## src/rtl/i_buffer_warp.sv

```systemverilog
// Four-entry in-order instruction buffer between decode and issue.
// Entry 0 is the oldest. Valid entries are always packed from entry 0 upward.
// When an entry issues, every entry above it moves down one slot.
module i_buffer_warp (
    input  logic        clk,
    input  logic        rst,
    // decode side
    input  logic        ID_Valid_IB,
    input  logic [5:0]  ID_Src1_IB,
    input  logic [5:0]  ID_Src2_IB,
    input  logic [5:0]  ID_Dst_IB,
    input  logic [15:0] ID_Info_IB,
    output logic        IB_Ready_ID,
    input  logic        Flush_IB,
    // scoreboard side
    output logic [3:0]  IB_Inst_Valid_SB,
    output logic [5:0]  IB_Src1_Entry0_SB,
    output logic [5:0]  IB_Src1_Entry1_SB,
    output logic [5:0]  IB_Src1_Entry2_SB,
    output logic [5:0]  IB_Src1_Entry3_SB,
    output logic [5:0]  IB_Src2_Entry0_SB,
    output logic [5:0]  IB_Src2_Entry1_SB,
    output logic [5:0]  IB_Src2_Entry2_SB,
    output logic [5:0]  IB_Src2_Entry3_SB,
    output logic [5:0]  IB_Dst_Entry0_SB,
    output logic [5:0]  IB_Dst_Entry1_SB,
    output logic [5:0]  IB_Dst_Entry2_SB,
    output logic [5:0]  IB_Dst_Entry3_SB,
    input  logic [3:0]  SB_Ready_Issue_IB,
    input  logic        SB_Full,
    // issue side
    output logic [3:0]  IB_Ready_Issue,
    input  logic [3:0]  Issue_Grant_IB,
    output logic [3:0]  IB_Issued_SB,
    output logic [15:0] IB_Info_Issue,
    output logic [5:0]  IB_Dst_Issue
);

    localparam int DEPTH = 4;

    // Entry state
    logic [3:0]  valid_reg;
    logic [3:0]  ready_reg;
    logic [5:0]  src1_reg [DEPTH];
    logic [5:0]  src2_reg [DEPTH];
    logic [5:0]  dst_reg  [DEPTH];
    logic [15:0] info_reg [DEPTH];

    // Next-state values for the non-flush, non-reset case
    logic [3:0]  valid_next;
    logic [3:0]  ready_next;
    logic [5:0]  src1_next [DEPTH];
    logic [5:0]  src2_next [DEPTH];
    logic [5:0]  dst_next  [DEPTH];
    logic [15:0] info_next [DEPTH];

    // Values after the optional removal shift, before the write is merged in
    logic [3:0]  valid_shift;
    logic [5:0]  src1_shift [DEPTH];
    logic [5:0]  src2_shift [DEPTH];
    logic [5:0]  dst_shift  [DEPTH];
    logic [15:0] info_shift [DEPTH];

    logic        full;
    logic [3:0]  ready_issue;
    logic        grant_onehot;
    logic [3:0]  issued;
    logic        removal;
    logic [3:0]  shift_sel;
    logic [2:0]  valid_count;
    logic [2:0]  wr_idx;
    logic        wr_en;

    // Fullness and readiness come from registered state only
    assign full         = &valid_reg;
    assign IB_Ready_ID  = ~full;
    assign ready_issue  = ready_reg & valid_reg;
    assign IB_Ready_Issue = ready_issue;

    // A grant is honoured only when it is exactly one-hot and nothing blocks issue
    assign grant_onehot = (Issue_Grant_IB != 4'd0) &&
                          ((Issue_Grant_IB & (Issue_Grant_IB - 4'd1)) == 4'd0);
    assign issued       = (grant_onehot && !SB_Full && !Flush_IB && !rst) ?
                          (Issue_Grant_IB & ready_issue) : 4'd0;
    assign removal      = |issued;
    assign IB_Issued_SB = issued;

    // A write is never accepted while full, even alongside an issue
    assign wr_en = ID_Valid_IB & ~full;

    // Count valid entries; the write lands just above the survivors of any removal
    always_comb begin
        valid_count = 3'd0;
        for (int i = 0; i < DEPTH; i++) begin
            valid_count = valid_count + {2'b00, valid_reg[i]};
        end
        wr_idx = valid_count - {2'b00, removal};
    end

    // Payload and destination of the issuing entry; zero when nothing issues
    always_comb begin
        IB_Info_Issue = 16'd0;
        IB_Dst_Issue  = 6'd0;
        for (int i = 0; i < DEPTH; i++) begin
            if (issued[i]) begin
                IB_Info_Issue = info_reg[i];
                IB_Dst_Issue  = dst_reg[i];
            end
        end
    end

    // Per-entry shift, write merge and ready update
    genvar gi;
    generate
        for (gi = 0; gi < DEPTH; gi++) begin : g_entry
            // Entry gi moves down when the removed entry is at or below it
            assign shift_sel[gi] = |issued[gi:0];

            if (gi < DEPTH - 1) begin : g_mid
                assign valid_shift[gi] = shift_sel[gi] ? valid_reg[gi+1] : valid_reg[gi];
                assign src1_shift[gi]  = shift_sel[gi] ? src1_reg[gi+1]  : src1_reg[gi];
                assign src2_shift[gi]  = shift_sel[gi] ? src2_reg[gi+1]  : src2_reg[gi];
                assign dst_shift[gi]   = shift_sel[gi] ? dst_reg[gi+1]   : dst_reg[gi];
                assign info_shift[gi]  = shift_sel[gi] ? info_reg[gi+1]  : info_reg[gi];
            end else begin : g_top
                // The top slot has nothing above it, so it empties on a shift
                assign valid_shift[gi] = shift_sel[gi] ? 1'b0  : valid_reg[gi];
                assign src1_shift[gi]  = shift_sel[gi] ? 6'd0  : src1_reg[gi];
                assign src2_shift[gi]  = shift_sel[gi] ? 6'd0  : src2_reg[gi];
                assign dst_shift[gi]   = shift_sel[gi] ? 6'd0  : dst_reg[gi];
                assign info_shift[gi]  = shift_sel[gi] ? 16'd0 : info_reg[gi];
            end

            logic wr_here;
            assign wr_here = wr_en && (wr_idx == 3'(gi));

            assign valid_next[gi] = wr_here ? 1'b1       : valid_shift[gi];
            assign src1_next[gi]  = wr_here ? ID_Src1_IB : src1_shift[gi];
            assign src2_next[gi]  = wr_here ? ID_Src2_IB : src2_shift[gi];
            assign dst_next[gi]   = wr_here ? ID_Dst_IB  : dst_shift[gi];
            assign info_next[gi]  = wr_here ? ID_Info_IB : info_shift[gi];

            // Any removal invalidates the per-slot hazard view, so all ready bits drop
            // for one edge; a freshly written slot was invalid, so it loads 0 here too.
            assign ready_next[gi] = removal ? 1'b0 : (SB_Ready_Issue_IB[gi] & valid_reg[gi]);
        end
    endgenerate

    // State update: reset beats flush, flush beats issue and write
    always_ff @(posedge clk) begin
        if (rst) begin
            valid_reg <= 4'd0;
            ready_reg <= 4'd0;
            for (int i = 0; i < DEPTH; i++) begin
                src1_reg[i] <= 6'd0;
                src2_reg[i] <= 6'd0;
                dst_reg[i]  <= 6'd0;
                info_reg[i] <= 16'd0;
            end
        end else if (Flush_IB) begin
            valid_reg <= 4'd0;
            ready_reg <= 4'd0;
        end else begin
            valid_reg <= valid_next;
            ready_reg <= ready_next;
            for (int i = 0; i < DEPTH; i++) begin
                src1_reg[i] <= src1_next[i];
                src2_reg[i] <= src2_next[i];
                dst_reg[i]  <= dst_next[i];
                info_reg[i] <= info_next[i];
            end
        end
    end

    // Entry fields go to the scoreboard straight from registers
    assign IB_Inst_Valid_SB  = valid_reg;
    assign IB_Src1_Entry0_SB = src1_reg[0];
    assign IB_Src1_Entry1_SB = src1_reg[1];
    assign IB_Src1_Entry2_SB = src1_reg[2];
    assign IB_Src1_Entry3_SB = src1_reg[3];
    assign IB_Src2_Entry0_SB = src2_reg[0];
    assign IB_Src2_Entry1_SB = src2_reg[1];
    assign IB_Src2_Entry2_SB = src2_reg[2];
    assign IB_Src2_Entry3_SB = src2_reg[3];
    assign IB_Dst_Entry0_SB  = dst_reg[0];
    assign IB_Dst_Entry1_SB  = dst_reg[1];
    assign IB_Dst_Entry2_SB  = dst_reg[2];
    assign IB_Dst_Entry3_SB  = dst_reg[3];

endmodule
```

## config.mk

```make
export PLATFORM = sky130hd
export DESIGN_NAME = i_buffer_warp
export DESIGN_NICKNAME = d
export VERILOG_FILES = /design/src/rtl/i_buffer_warp.sv
export SDC_FILE = /design/constraint.sdc
export NUM_CORES = 1
export LEC_CHECK = 0
export ABC_CLOCK_PERIOD_IN_PS = 18300
export CAP_MARGIN = 20
export CORE_MARGIN = 1.5
export CORE_UTILIZATION = 40
export CTS_CLUSTER_DIAMETER = 100
export DETAILED_ROUTE_END_ITERATION = 16
export PLACE_DENSITY = 0.76
export SYNTH_ARGS = -nofsm -noshare
export SYNTH_HDL_FRONTEND = slang
export SYNTH_SLANG_ARGS = --single-unit
```

## constraint.sdc

```tcl
create_clock -name clk -period 18.3 [get_ports clk]
set_input_delay 3.66 -clock clk [delete_from_list [all_inputs] [get_ports clk]]
set_output_delay 3.66 -clock clk [all_outputs]
set_load 0.02 [all_outputs]
```

Word level (Yosys, flattened, before mapping)
Memory sizes are Yosys's and may differ from the RTL's.
Cells that the tools add are included.
{"block": "word_totals", "regBits": 8, "ram_bits": 136, "inputBits": 47, "output_inout_bits": 107, "word_cells": 136, "n_memories": 4}
{"block": "op_classes", "add_sub_neg": 5, "n_eq_ne": 3, "mux": 70, "bitwise": 25, "n_reduce_logical": 24}
{"memory": "info_reg", "words": 4, "word_bits": 16, "rd": 4, "rd_clocked_by_memory_dff": 0, "wr": 4, "line": "47", "rtl": "logic [15:0] info_reg [DEPTH];"}
{"memory": "dst_reg", "words": 4, "word_bits": 6, "rd": 4, "rd_clocked_by_memory_dff": 0, "wr": 4, "line": "46", "rtl": "logic [5:0] dst_reg [DEPTH];"}
{"memory": "src1_reg", "words": 4, "word_bits": 6, "rd": 4, "rd_clocked_by_memory_dff": 0, "wr": 4, "line": "44", "rtl": "logic [5:0] src1_reg [DEPTH];"}
{"memory": "src2_reg", "words": 4, "word_bits": 6, "rd": 4, "rd_clocked_by_memory_dff": 0, "wr": 4, "line": "45", "rtl": "logic [5:0] src2_reg [DEPTH];"}
{"op": "two-way mux 16 bit", "count": 16}
{"op": "two-way mux 6 bit", "count": 40}
{"op": "OR 1 bit", "count": 16}
{"op": "two-way mux 1 bit", "count": 13}
{"op": "bitwise AND 4 bit", "count": 3}
{"op": "logical AND 1 bit", "count": 8}
{"op": "nonzero test 2 bit", "count": 4}
{"op": "equality test 3 x 2 -> 1 bit (second input constant)", "count": 2}
{"op": "OR reduction 6 bit", "count": 1}
{"op": "bitwise AND 1 bit", "count": 5}
{"op": "logical NOT 4 bit", "count": 1}
{"op": "two-way mux 4 bit", "count": 1}
{"op": "AND reduction 4 bit", "count": 1}
{"op": "nonzero test 4 bit", "count": 1}
{"op": "OR reduction 2 bit", "count": 2}
{"op": "OR reduction 4 bit", "count": 1}
{"op": "subtractor 4 x 1 -> 4 bit (second input constant)", "count": 1}
{"op": "adder 2 x 1 -> 3 bit", "count": 1}
{"op": "adder 3 x 1 -> 3 bit", "count": 1}
{"op": "equality test 3 x 1 -> 1 bit (second input constant)", "count": 1}
{"op": "logical NOT 1 bit", "count": 3}
{"op": "logical NOT 3 bit", "count": 1}
{"op": "OR reduction 3 bit", "count": 1}
{"op": "subtractor 3 x 1 -> 3 bit", "count": 1}
{"op": "other kinds (2)", "count": 2}

Logic depth before layout (Yosys ltp)
Gate-level depths: netlist of run 1.
{"block": "depth", "ltp_word": 14, "ltp_mapped": 16, "mapped_depth_nobuf": 13}

Worst setup path before layout of run 1
OpenSTA, ideal clock, no wires.
{"block": "synth_timing", "path_type": "in2reg", "startpoint": "input port Issue_Grant_IB[0]", "endpoint": "memory dst_reg[1][0], enable pin", "setup_time_ns": 0.472, "arrival_time_ns": 8.716, "t_required_ns": 17.828, "path_slack_ns": 9.112, "cell_stages": 14, "n_path_buf": 1, "cell_sequence": "clkbuf_1 nand3_1 nand4_1 and3_1 ha_1 fa_1 inv_1 ha_1 inv_1 fa_1 xnor2_2 nor3_4 a31oi_1 o21ai_0"}
{"element": "start: declaration", "line": "33", "rtl": "input logic [3:0] Issue_Grant_IB,"}
{"element": "end: declaration", "line": "46"}

Final worst setup path of run 1
{"block": "layout_timing", "startpoint": "input port Issue_Grant_IB[0]", "endpoint": "output port IB_Info_Issue[14]"}
{"block": "layout_between", "elab_chain_len": 12, "elab_cells_between_ends": 14, "cone_classes": "add/sub: 1; mux: 5; bitwise: 2; reduce/logical: 6"}
{"element": "subtractor 4 x 1 -> 4 bit", "line": "82", "rtl": "((Issue_Grant_IB & (Issue_Grant_IB - 4'd1)) == 4'd0);"}
{"element": "bitwise AND 4 bit", "line": "82"}
{"element": "logical NOT 4 bit", "line": "82"}
{"element": "logical AND 1 bit", "line": "81", "rtl": "assign grant_onehot = (Issue_Grant_IB != 4'd0) &&"}
{"element": "logical AND 1 bit (3 in a row)", "line": "83", "rtl": "assign issued = (grant_onehot && !SB_Full && !Flush_IB && !rst) ?"}
{"element": "two-way mux 4 bit *", "line": "83"}
{"element": "two-way mux 16 bit (3 in a row)", "line": "105", "rtl": "if (issued[i]) begin"}
{"element": "two-way mux 16 bit *", "line": "105"}
{"element": "end: declaration", "line": "35", "rtl": "output logic [15:0] IB_Info_Issue,"}
Every way passes the cells marked *; elsewhere a longest branch is shown, timed or not.

==> results of run 1 <==
[area by class of cell]
cell class | count | area share (%)
repair buffers | 167 | 17.1
inverters | 9 | 0.353
well taps | 229 | 2.99
clock inverters | 14 | 1.80
flip-flops and latches | 144 | 44.3
diodes | 1 | 0.0261
multi-input cells | 533 | 29.0
clock buffers | 17 | 4.44
[power groups by stage]
stage               Sequential [W]  Clock (W)  Combinational [W]
global route              0.000391   0.000375          0.0000915
global placement          0.000395          0          0.0000840
finish                    0.000389   0.000358          0.0000856
floorplan                 0.000406          0          0.0000285
detailed placement        0.000396          0          0.0000851
CTS                       0.000389   0.000361          0.0000855
[worst min path at each step]
stage,to,slack [ns],depth (start not counted)
6_report,ready_reg[3],0.59,1
5_1_grt,ready_reg[3],0.61,1
4_1_cts,ready_reg[3],0.59,1
3_5_place_dp,ready_reg[3],0.58,1
3_3_place_gp,ready_reg[3],0.57,1
2_1_floorplan,info_reg[0][12],0.59,2
[metal layers]
metal / track usage (%) / wire length (um) / up-vias
li1: - / - / 2895
met1: 32.2 / 9350 / 3034
met2: 39.4 / 10700 / 334
met3: 5.63 / 2090 / 30
met4: 8.62 / 406 / 2
met5: 0 / 11 / -
[cell usage in the layout (no fill, tap or decap), drive strengths merged, types with 4 or more instances in the layout]
master | synthesis | final
o21ai | 24 | 24
clkinv | 0 | 8
bufinv | 0 | 4
clkbuf | 35 | 17
nor2 | 6 | 6
nand3 | 20 | 20
nand4 | 10 | 10
buf | 23 | 14
edfxtp | 136 | 136
a22oi | 8 | 8
a21o | 14 | 14
inv | 9 | 9
a21oi | 138 | 138
and3 | 9 | 9
nor3 | 5 | 5
a211oi | 9 | 9
dfxtp | 8 | 8
clkdlybuf4s50 | 0 | 153
nand2 | 220 | 220
and2 | 38 | 38
[cells by family (layout without fill, tap and decap cells)]
group                      count (synthesis)  after routing
AOI/OAI and AO/OA                        204            204
buffers and inverters                     67            207
xor gates and xnor gates                   2              2
DFF                                      144            144
and+or+nand+nor                          323            323
adders and majority gates                  4              4
other                                      0              1
[critical path: stages]
cell	delay (ns)
sky130_fd_sc_hd__clkdlybuf4s50_1	0.88
sky130_fd_sc_hd__nor4b_1	0.40
sky130_fd_sc_hd__a211o_1	0.25
sky130_fd_sc_hd__nand2_1	0.22
sky130_fd_sc_hd__buf_4	0.35
sky130_fd_sc_hd__a21oi_1	0.19
sky130_fd_sc_hd__clkdlybuf4s50_1	0.63
[metrics by stage]
| step | cell area (um2) | util [%] | worst slack, ns | hold slack, ns | std cells |
|---|---|---|---|---|---|
| floorplan | 7270 | - | 9.11 | 0.590 | 744 |
| finish | 9580 | 53.5 | 8.04 | 0.590 | 1114 |
| global route | 9570 | 53.5 | 7.88 | 0.608 | 1113 |
| global placement | 8980 | 50.1 | 8.20 | 0.570 | 1082 |
| detailed placement | 8980 | 50.1 | 8.10 | 0.579 | 1082 |
| CTS | 9570 | 53.5 | 8.09 | 0.587 | 1113 |
==> metrics.log, run 1 <==
INFO  metric vdd_drop_max = 64.8 uV
INFO  metric total_leakage_power = ~3.3 nW
INFO  metric startpoint = Issue_Grant_IB[0]
INFO  metric report.power.total = ~0.00083 W
INFO  metric yosys.area_share.simple = between 20% and 30%
INFO  metric outcome = completed
INFO  metric dieWidth = roughly 140 um
INFO  metric drv_slew = 0
INFO  metric root_buffer = sky130_fd_sc_hd__clkbuf_16
INFO  metric grt_pass1_vias = 6066
INFO  metric number_of_max_capacitance_violations_reported = 0
INFO  metric min_path_type = flip-flop to flip-flop
INFO  metric num_vias = roughly 6.3k
INFO  metric finalHoldViolCount = 0
INFO  metric clkPwrFrac = 43.0%
INFO  metric reg2reg_from = IB_Inst_Valid_SB[2]
INFO  metric mappedNetlistArea = 0.00727 mm2
INFO  metric synth.yosys.seq_area_share = 58.4%
INFO  metric ant_nets = 0
INFO  metric synth_compound_gate_area_share = 15.7%
INFO  metric setup.worst_path.start_class = input pin
INFO  metric yosys_warnings = 0
INFO  metric fin_nets = 923
INFO  metric initial_core_utilization = 40.6%
INFO  metric rr_worst_depth = 13
INFO  metric netlist.top_cell.by_area = sky130_fd_sc_hd__edfxtp_1
INFO  metric p_sw = 0.000195 W
INFO  metric sequentialPowerShare = 46.7%
INFO  metric clock_tree_from_tritoncts = built
INFO  metric post-cts-setup-buffer-count = 0
INFO  metric filler_cell_count = 1582
INFO  metric synth_nets = a little under 800
INFO  metric synth_top_cells_by_count = sky130_fd_sc_hd__nand2_1 (220), sky130_fd_sc_hd__a21oi_1 (138), sky130_fd_sc_hd__edfxtp_1 (136)
INFO  metric achievable_clock_frequency = about 0.1 GHz
INFO  metric synth_largest_type_area_fraction = 56.2%
INFO  metric cts.sinks = roughly 140
INFO  metric hpwlAfterDp = 14.0 mm
INFO  metric grt_util_all_layers = 24.4%
INFO  metric share_comb_of_total_power = 10.3%
INFO  metric areaGrowthSynthToFinish = 31.8%
INFO  metric design.die.area = 0.0190 mm2
INFO  metric critPathRequiredTime = 14.64 ns
INFO  metric post-route-period-util = 56.1%
INFO  metric internal_power = 0.000638 W
INFO  metric postRouteWirelength = between 20 and 25 mm
INFO  metric cts.htree.levels = 4
INFO  metric timing.final.setup_violations = 0
INFO  metric worst_setup_hold_path_clk_slew = roughly 0.06 ns
INFO  metric cts.repair.resized = 0
INFO  metric ys_async_sr_fraction = 0%
INFO  metric pin_count = 154
INFO  metric worst-path-max-fanout = 22
INFO  metric final_layout_setup_total_negative_slack = 0 ns
INFO  metric cts.path.max_buffers = 2
INFO  metric period_needed = around 10 ns
INFO  metric power.density = 87.0 mW/mm2
INFO  metric yosys_register_bits = 144
INFO  metric vias_per_cell = approximately 5.7
INFO  metric yosys-mux-area-fraction = 0%
INFO  metric multiInputGateArea = 0.00278 mm2
INFO  metric synth_edf_count = around 140
INFO  metric worst-endpoint-arrival = 6.60 ns
INFO  metric unrepaired_setup_endpoints_after_global_routing = false
INFO  metric detailedRoute.firstPassIterationCount = 5
INFO  metric crit_path_end = IB_Info_Issue[14]
INFO  metric ff_latch_area = 0.00424 mm2
INFO  metric synth_top_family_by_area = simple AND/OR/NAND/NOR gates
INFO  metric synth_cells = between 700 and 800
INFO  metric number_of_drc_violations_after_detailed_routing_iteration_0 = 652
INFO  metric synthXorXnorAreaFrac = less than 1%
INFO  metric timing.slew.headroom = about a third
INFO  metric placementRows = 49
INFO  metric dominantRegCellSynth = sky130_fd_sc_hd__edfxtp_1
INFO  metric grt_max_degree = 60
INFO  metric largest_register_ffs = 64
INFO  metric ctsHoldBuffers = 0
INFO  metric wl_per_cell = 20.2 um
INFO  metric gp_congestion = 0.822
INFO  metric reg2reg_setup_slack = 13.05 ns
INFO  metric switching_share = a little under a quarter
INFO  metric port-buffer-count = around 150
INFO  metric synth.top_cells.by_area = sky130_fd_sc_hd__edfxtp_1 (56%), sky130_fd_sc_hd__nand2_1 (11%), sky130_fd_sc_hd__a21oi_1 (9.5%)
INFO  metric worst_setup_path_end_kind = output pin
INFO  metric clock_insertion_delay_at_the_later_pin_of_the_skew_report = about 0.42 ns
INFO  metric numCtsBuffers = 17
INFO  metric yosys.cell_count.top_type = sky130_fd_sc_hd__nand2_1
INFO  metric grt_antenna_before_repair = 2
INFO  metric reg2reg_to = info_reg[2][2]
INFO  metric path_class = input pin to output pin
INFO  metric global_route_wire_length_before_repair = 34.1 mm
INFO  metric die_height = 138 um
INFO  metric grt_overflow = 0
INFO  metric route.detailed.drc = 0
INFO  metric placeable_core_region = 0.0179 mm2
INFO  metric post_syn_area_per_cell = 9.77 um2
INFO  metric synth_fa_ha_area_share = 0.895%
INFO  metric yosys.cell_types.count = 46
INFO  metric drive_above_1_share = 6.22%
INFO  metric hp-start = IB_Inst_Valid_SB[3]
INFO  metric worst_slew_pin_slew = 0.983 ns
INFO  metric clock-skew-final = 0.00666 ns
No activity file was read; power rests on OpenSTA's default activity.
==> run 2, diff against run 1 <==
--- a/config.mk
+++ b/config.mk
@@ -5,13 +5,13 @@
 export SDC_FILE = /design/constraint.sdc
 export NUM_CORES = 1
 export LEC_CHECK = 0
-export ABC_CLOCK_PERIOD_IN_PS = 18300
+export ABC_CLOCK_PERIOD_IN_PS = 9350
 export CAP_MARGIN = 20
 export CORE_MARGIN = 1.5
 export CORE_UTILIZATION = 40
 export CTS_CLUSTER_DIAMETER = 100
 export DETAILED_ROUTE_END_ITERATION = 16
-export PLACE_DENSITY = 0.76
+export PLACE_DENSITY = 0.79
 export SYNTH_ARGS = -nofsm -noshare
 export SYNTH_HDL_FRONTEND = slang
 export SYNTH_SLANG_ARGS = --single-unit
==> constraint.sdc (replaced) <==
create_clock -name clk -period 9.35 [get_ports clk]
set_input_delay 1.87 -clock clk [delete_from_list [all_inputs] [get_ports clk]]
set_output_delay 1.87 -clock clk [all_outputs]
set_load 0.02 [all_outputs]
==> metrics.log, run 2 (same netlist as run 1, synthesis figures left out) <==
INFO  metric share_comb_of_total_power = 10.3% (about the same)
INFO  metric placeable_core_region = 0.0179 mm2 (unchanged)
INFO  metric top_library_cells_by_usage_in_the_layout_fill_and_taps_aside = sky130_fd_sc_hd__nand2_1 (220), sky130_fd_sc_hd__clkdlybuf4s50_1 (153), sky130_fd_sc_hd__a21oi_1 (138), sky130_fd_sc_hd__edfxtp_1 (136), sky130_fd_sc_hd__and2_1 (38)
INFO  metric ctsHoldBuffers = 0 (unchanged)
INFO  metric vdd_drop_max = 141 uV (+120%)
INFO  metric power.density = 171 mW/mm2 (+96%)
INFO  metric vias_per_cell = 5.71 (+1.1%)
INFO  metric grt_max_degree = 106 (+77%)
INFO  metric placementRows = 49 (unchanged)
INFO  metric timing.critical_path.cells = clkdlybuf4s50_1, nor4b_1, a211o_1, and3_1, ha_1, fa_1, inv_1, ha_1, inv_1, fa_1, nand2b_1, or4_4, o221ai_4, buf_4
INFO  metric ff_latch_area = 0.00424 mm2 (unchanged)
INFO  metric cts.repair.resized = 0 (unchanged)
INFO  metric worst_setup_hold_path_clk_slew = 0.06 ns (about the same)
INFO  metric layout_commonest_cell = sky130_fd_sc_hd__nand2_1
INFO  metric grt_overflow = 0 (unchanged)
INFO  metric wl_per_cell = 20.2 um (about the same)
INFO  metric areaGrowthSynthToFinish = 32.2%
INFO  metric num_vias = 6376 (+1.3%)
INFO  metric worstPathBufferInverterCount = 4 (+1)
INFO  metric root_buffer = sky130_fd_sc_hd__clkbuf_16
INFO  metric internal_power = 0.00125 W (+96%)
INFO  metric timing.final.setup_violations = 0 (unchanged)
INFO  metric period_needed = 6.98 ns
INFO  metric rr_worst_depth = 13 (unchanged)
INFO  metric postRouteWirelength = 22.5 mm (about the same)
INFO  metric clock-skew-final = 0.0104 ns (+0.00373 ns)
INFO  metric timing.hold.worst_path_depth = 1 (unchanged)
INFO  metric grt_util_all_layers = 24.4% (+0.056 points)
INFO  metric gp_congestion = 0.897 (+9.1%)
INFO  metric post-cts-setup-buffer-count = 0 (unchanged)
INFO  metric dieWidth = 138 um (unchanged)
INFO  metric detailedRoute.firstPassIterationCount = 5 (unchanged)
INFO  metric number_of_drc_violations_after_detailed_routing_iteration_0 = 693 (+6.3%)
INFO  metric hpwlAfterDp = 13.9 mm (-0.87%)
INFO  metric clock_insertion_delay_at_the_later_pin_of_the_skew_report = 0.43 ns (about the same)
INFO  metric post-route-util = 53.7% (+0.17 points)
INFO  metric path_class = input pin to flip-flop
INFO  metric clock_tree_from_tritoncts = built
INFO  metric achievable_clock_frequency = 0.143 GHz
INFO  metric global_route_wire_length_before_repair = 34.2 mm (+0.20%)
INFO  metric setup_ws = 2.37 ns (-5.66 ns)
INFO  metric final_layout_setup_total_negative_slack = 0 ns (unchanged)
INFO  metric number_of_max_capacitance_violations_reported = 0 (unchanged)
INFO  metric p_sw = 0.000387 W (+98%)
INFO  metric outcome = completed
INFO  metric grt_antenna_before_repair = 1 (-1)
INFO  metric final_design_area_no_fill = 0.00961 mm2 (+0.33%)
INFO  metric multiInputGateArea = 0.00278 mm2 (unchanged)
INFO  metric numCtsBuffers = 17 (unchanged)
INFO  metric finalHoldViolCount = 0 (unchanged)
INFO  metric initial_core_utilization = 40.6% (unchanged)
INFO  metric critPathRequiredTime = 9.45 ns (-5.19 ns)
INFO  metric placed_cell_area = 0.00898 mm2 (unchanged)
INFO  metric sequentialPowerShare = 46.6% (about the same)
INFO  metric timing.slew.headroom = 39.3% (+4.8 points)
INFO  metric wp_depth = 14 (+7)
INFO  metric cts.htree.levels = 4 (unchanged)
INFO  metric setup.worst_path.start_class = input pin
INFO  metric cts.path.max_buffers = 2 (unchanged)
INFO  metric library_cell_contributing_the_largest_single_delay_on_the_critical_path = sky130_fd_sc_hd__clkdlybuf4s50_1
INFO  metric route.detailed.drc = 0 (unchanged)
INFO  metric report.power.total = 0.00164 W (+97%)
INFO  metric worst_setup_path_end_kind = flip-flop
INFO  metric die_height = 138 um (unchanged)
INFO  metric switching_share = 23.6% (+0.15 points)
INFO  metric min_path_type = flip-flop to flip-flop
INFO  metric pin_count = 154 (unchanged)
INFO  metric unrepaired_setup_endpoints_after_global_routing = false
INFO  metric drive_above_1_share = 6.43% (+0.21 points)
INFO  metric worst-path-max-fanout = 36 (+64%)
INFO  metric worst_slew_pin_slew = 0.911 ns (-0.0717 ns)
INFO  metric post-route-period-util = 74.6%
INFO  metric timing.critical_path.max_delay_family = simple AND/OR/NAND/NOR gates
INFO  metric post-place-ws = 1.96 ns (-6.14 ns)
INFO  metric cts.sinks = 144 (unchanged)
INFO  metric port-buffer-count = 153 (unchanged)
INFO  metric total_leakage_power = 3.33 nW (+0.73%)
INFO  metric grt_pass1_vias = 6117 (+0.84%)
INFO  metric design.die.area = 0.0190 mm2 (unchanged)
INFO  metric worst-endpoint-arrival = 7.08 ns (+0.48 ns)
INFO  metric largest_stage_delay_on_the_critical_path = 0.87 ns (about the same)
INFO  metric fin_nets = 924 (+0.11%)
INFO  metric ant_nets = 0 (unchanged)
INFO  metric filler_cell_count = 1603 (+1.3%)
INFO  metric largest_register_ffs = 64 (unchanged)
INFO  metric drv_slew = 0 (unchanged)
INFO  metric clkPwrFrac = 43.2% (+0.2 points)
## run 2: changes by cell type in the layout (fill, tap and decap cells not counted), sizes merged
cell | before | now
buf | 14 | 15
clkinvlp | 2 | 0
clkbuf | 17 | 19
clkinv | 8 | 9
## run 2: path summary, 6_finish.rpt
| kind | startpoint | slack, ns | to |
|---|---|---|---|
| worst min-delay path | IB_Inst_Valid_SB[1] | 0.61 | ready_reg[1] |
| worst max register to register | IB_Inst_Valid_SB[2] | 4.02 | dst_reg[2][4] |
| worst min register to register | IB_Inst_Valid_SB[1] | 0.61 | ready_reg[1] |
| worst max-delay path | Issue_Grant_IB[0] | 2.37 | dst_reg[2][4] |
## run 2: power groups by stage
stage          logic [W]  clock network, W  registers, W
2_1_floorplan  0.0000557                 0      0.000794
4_1_cts         0.000167          0.000713      0.000763
3_5_place_dp    0.000166                 0      0.000776
6_report        0.000168          0.000707      0.000763
3_3_place_gp    0.000163                 0      0.000775
5_1_grt         0.000180          0.000739      0.000767
## run 2: final cells by class
cell class / count / area share [%]
antenna: 1 / 0.0260
clock buffer: 19 / 4.51
clock inverter: 13 / 1.76
inverter: 9 / 0.352
multi-input combinational: 533 / 28.9
sequential: 144 / 44.2
tap: 229 / 2.98
timing repair buffer: 168 / 17.3
## run 2: worst reg2reg max path, stage by stage, from the launching register on
cell,delay (ns)
sky130_fd_sc_hd__dfxtp_1,0.51
sky130_fd_sc_hd__nand3_1,0.49
sky130_fd_sc_hd__nand4_1,0.32
sky130_fd_sc_hd__and3_1,0.20
sky130_fd_sc_hd__ha_1,0.24
sky130_fd_sc_hd__fa_1,0.49
sky130_fd_sc_hd__inv_1,0.04
sky130_fd_sc_hd__ha_1,0.17
sky130_fd_sc_hd__inv_1,0.07
sky130_fd_sc_hd__fa_1,0.45
sky130_fd_sc_hd__nand2b_1,0.27
sky130_fd_sc_hd__or4_4,0.72
sky130_fd_sc_hd__o221ai_4,0.61
sky130_fd_sc_hd__buf_4,0.42
## run 2: per-stage QoR
stage / cells / hold slack [ns]
floorplan: 744 / 0.590
global placement: 1082 / 0.574
detailed placement: 1082 / 0.587
CTS: 1114 / 0.602
global route: 1115 / 0.634
finish: 1116 / 0.610
## run 2: metal layers
layer  GRT usage, %  routed length, um  part of all wire [%]  vias to the layer above
met5              0                  0                     0                        -
met4           9.26                569                   2.5                        0
met3           6.25               2060                   9.1                       49
met2           39.9              11100                    49                      351
met1           31.2               8850                    39                     3071
li1               -                  -                     -                     2905
==> run 3, diff against run 2 <==
--- a/config.mk
+++ b/config.mk
@@ -5,7 +5,7 @@
 export SDC_FILE = /design/constraint.sdc
 export NUM_CORES = 1
 export LEC_CHECK = 0
-export ABC_CLOCK_PERIOD_IN_PS = 9350
+export ABC_CLOCK_PERIOD_IN_PS = 6400
 export CAP_MARGIN = 20
 export CORE_MARGIN = 1.5
 export CORE_UTILIZATION = 40
==> constraint.sdc (replaced) <==
create_clock -name clk -period 6.4 [get_ports clk]
set_input_delay 1.28 -clock clk [delete_from_list [all_inputs] [get_ports clk]]
set_output_delay 1.28 -clock clk [all_outputs]
set_load 0.02 [all_outputs]
==> metrics.log, run 3 (same netlist as run 1, synthesis figures left out) <==
INFO  metric internal_power = 0.00196 W (+56%)
INFO  metric sequentialPowerShare = 44.0% (-2.6 points)
INFO  metric filler_cell_count = 1580 (-1.4%)
INFO  metric power.density = 259 mW/mm2 (+52%)
INFO  metric fin_nets = 935 (+1.2%)
INFO  metric cts.repair.resized = 0 (unchanged)
INFO  metric hpwlAfterDp = 13.8 mm (-0.20%)
INFO  metric worst_setup_path_end_kind = flip-flop
INFO  metric post-route-period-util = between 80% and 90%
INFO  metric worst-endpoint-arrival = 5.52 ns (-1.56 ns)
INFO  metric layout_commonest_cell = sky130_fd_sc_hd__nand2_1
INFO  metric cts.path.max_buffers = 2 (unchanged)
INFO  metric port-buffer-count = 153 (unchanged)
INFO  metric switching_share = 22.8% (-0.83 points)
INFO  metric worst_slew_pin_slew = 0.968 ns (+0.0569 ns)
INFO  metric clock_tree_from_tritoncts = built
INFO  metric number_of_drc_violations_after_detailed_routing_iteration_0 = 691 (-0.29%)
INFO  metric design.die.area = 0.0190 mm2 (unchanged)
INFO  metric grt_max_degree = 106 (unchanged)
INFO  metric unrepaired_setup_endpoints_after_global_routing = false
INFO  metric period_needed = 5.47 ns
INFO  metric drive_above_1_share = 7.92% (+1.5 points)
INFO  metric gr-usage-met1 = 32.0% (+0.83 points)
INFO  metric grt_pass1_vias = 6220 (+1.7%)
INFO  metric pin_count = 154 (unchanged)
INFO  metric ant_nets = 0 (unchanged)
INFO  metric clock_insertion_delay_at_the_later_pin_of_the_skew_report = 0.43 ns (about the same)
INFO  metric post-cts-setup-buffer-count = 0 (unchanged)
INFO  metric share_comb_of_total_power = 9.9% (-0.4 points)
INFO  metric gr-max-usage-layer = met2
INFO  metric clock-skew-final = 0.00681 ns (-0.00358 ns)
INFO  metric ctsHoldBuffers = 0 (unchanged)
INFO  metric achievable_clock_frequency = 0.183 GHz
INFO  metric initial_core_utilization = 40.6% (unchanged)
INFO  metric areaGrowthSynthToFinish = 34.7%
INFO  metric grt_util_all_layers = 24.5% (+0.087 points)
INFO  metric grt_antenna_before_repair = 0 (-1)
INFO  metric timing.slew.headroom = 35.5% (-3.8 points)
INFO  metric min_path_type = flip-flop to flip-flop
INFO  metric report.power.total = 0.00253 W (+54%)
INFO  metric route.detailed.drc = 0 (unchanged)
INFO  metric global_route_wire_length_before_repair = 34.6 mm (+1.2%)
INFO  metric timing.critical_path.cells = clkdlybuf4s50_1, buf_4, nor4b_1, a211o_1, and3_1, ha_1, fa_1, inv_1, ha_1, inv_1, fa_1, nand2b_1, nor4_4, or3_2
INFO  metric finalHoldViolCount = 0 (unchanged)
INFO  metric detailedRoute.firstPassIterationCount = 5 (unchanged)
INFO  metric top_library_cells_by_usage_in_the_layout_fill_and_taps_aside = sky130_fd_sc_hd__nand2_1 (220), sky130_fd_sc_hd__clkdlybuf4s50_1 (153), sky130_fd_sc_hd__a21oi_1 (138), sky130_fd_sc_hd__edfxtp_1 (136), sky130_fd_sc_hd__and2_1 (38)
INFO  metric reg2reg_from = IB_Inst_Valid_SB[0]
INFO  metric worst_setup_hold_path_clk_slew = 0.06 ns (about the same)
INFO  metric clkPwrFrac = 46.1% (+2.9 points)
INFO  metric outcome = completed
INFO  metric library_cell_contributing_the_largest_single_delay_on_the_critical_path = sky130_fd_sc_hd__or3_2
INFO  metric placeable_core_region = 0.0179 mm2 (unchanged)
INFO  metric largest_stage_delay_on_the_critical_path = 0.75 ns (-0.12 ns)
INFO  metric postRouteWirelength = 22.5 mm (-0.35%)
INFO  metric grt_use_met3 = 6.62% (+0.37 points)
INFO  metric numCtsBuffers = 17 (unchanged)
INFO  metric drv_slew = 0 (unchanged)
INFO  metric die_height = 138 um (unchanged)
INFO  metric num_vias = 6302 (-1.2%)
INFO  metric worst-path-max-fanout = 34 (-5.6%)
INFO  metric number_of_max_capacitance_violations_reported = 0 (unchanged)
INFO  metric placementRows = 49 (unchanged)
INFO  metric cts.sinks = 144 (unchanged)
INFO  metric total_leakage_power = 3.42 nW (+2.7%)
INFO  metric finalHoldWorstSlack = 0.614 ns (+0.00387 ns)
INFO  metric startpoint = Issue_Grant_IB[0]
INFO  metric global_route.usage.met2 = 39.1% (-0.78 points)
INFO  metric cts.htree.levels = 4 (unchanged)
INFO  metric wl_per_cell = 20.0 um (-1.1%)
INFO  metric final_layout_setup_total_negative_slack = 0 ns (unchanged)
INFO  metric grt_overflow = 0 (unchanged)
INFO  metric timing.final.setup_violations = 0 (unchanged)
INFO  metric hp-start = IB_Inst_Valid_SB[3]
INFO  metric dieWidth = 138 um (unchanged)
INFO  metric p_sw = 0.000576 W (+49%)
INFO  metric path_class = input pin to flip-flop
INFO  metric worstPathBufferInverterCount = 4 (unchanged)
INFO  metric vias_per_cell = 5.60 (-2.0%)
INFO  metric root_buffer = sky130_fd_sc_hd__clkbuf_16
INFO  metric gp_congestion = 0.889 (-0.84%)
INFO  metric largest_register_ffs = 64 (unchanged)
INFO  metric critPathRequiredTime = 6.45 ns (-3.00 ns)
INFO  metric timing.critical_path.max_delay_family = simple AND/OR/NAND/NOR gates
INFO  metric vdd_drop_max = 190 uV (+35%)
INFO  metric setup.worst_path.start_class = input pin
INFO  metric antenna_cells_inserted = 0 (-1)
-- run 3: per-stage QoR --
| step | cell area (um2) | cells | worst slack (ns) | util (%) |
|---|---|---|---|---|
| finish | 9790 | 1125 | 0.928 | 54.7 |
| global route | 9790 | 1125 | 0.720 | 54.7 |
| CTS | 9770 | 1124 | 0.955 | 54.6 |
| detailed placement | 9080 | 1093 | 0.544 | 50.7 |
| global placement | 9080 | 1093 | 0.631 | 50.7 |
| floorplan | 7270 | 744 | 0.485 | - |
-- run 3: worst reg2reg max path, delay by kind of cell (launching register included) --
family	cells	cell delay (ns)
adders and majority gates	4	1.34
DFF	1	0.65
buffers and inverters	2	0.10
and+or+nand+nor	6	2.00
-- run 3: area by class of cell --
| cell class | instances | area [um2] | share of cell area (%) |
|---|---|---|---|
| multi-input combinational | 533 | 2780 | 28.3 |
| tap | 229 | 287 | 2.93 |
| inverter | 9 | 33.8 | 0.345 |
| clock inverter | 14 | 260 | 2.66 |
| clock buffer | 17 | 425 | 4.35 |
| timing repair buffer | 179 | 1760 | 18.0 |
| sequential | 144 | 4240 | 43.4 |
-- run 3: layer usage --
layer	vias to the layer above	wire, um
met5	-	0
met1	3017	8920
met4	0	482
met2	326	11000
met3	37	2080
li1	2922	-
-- run 3: worst paths after layout --
path         slack [ns]  depth (start not counted)         endpoint
max                0.93                         14  info_reg[3][15]
min                0.61                          1     ready_reg[3]
max reg2reg        1.91                         12  info_reg[3][15]
min reg2reg        0.61                          1     ready_reg[3]
-- run 3: power by group through the flow --
stage	clock (W)	sequential (W)	combinational (W)
floorplan	0	0.00116	0.0000818
global placement	0	0.00113	0.000245
detailed placement	0	0.00113	0.000248
CTS	0.00118	0.00111	0.000250
global route	0.00121	0.00112	0.000268
finish	0.00117	0.00111	0.000251
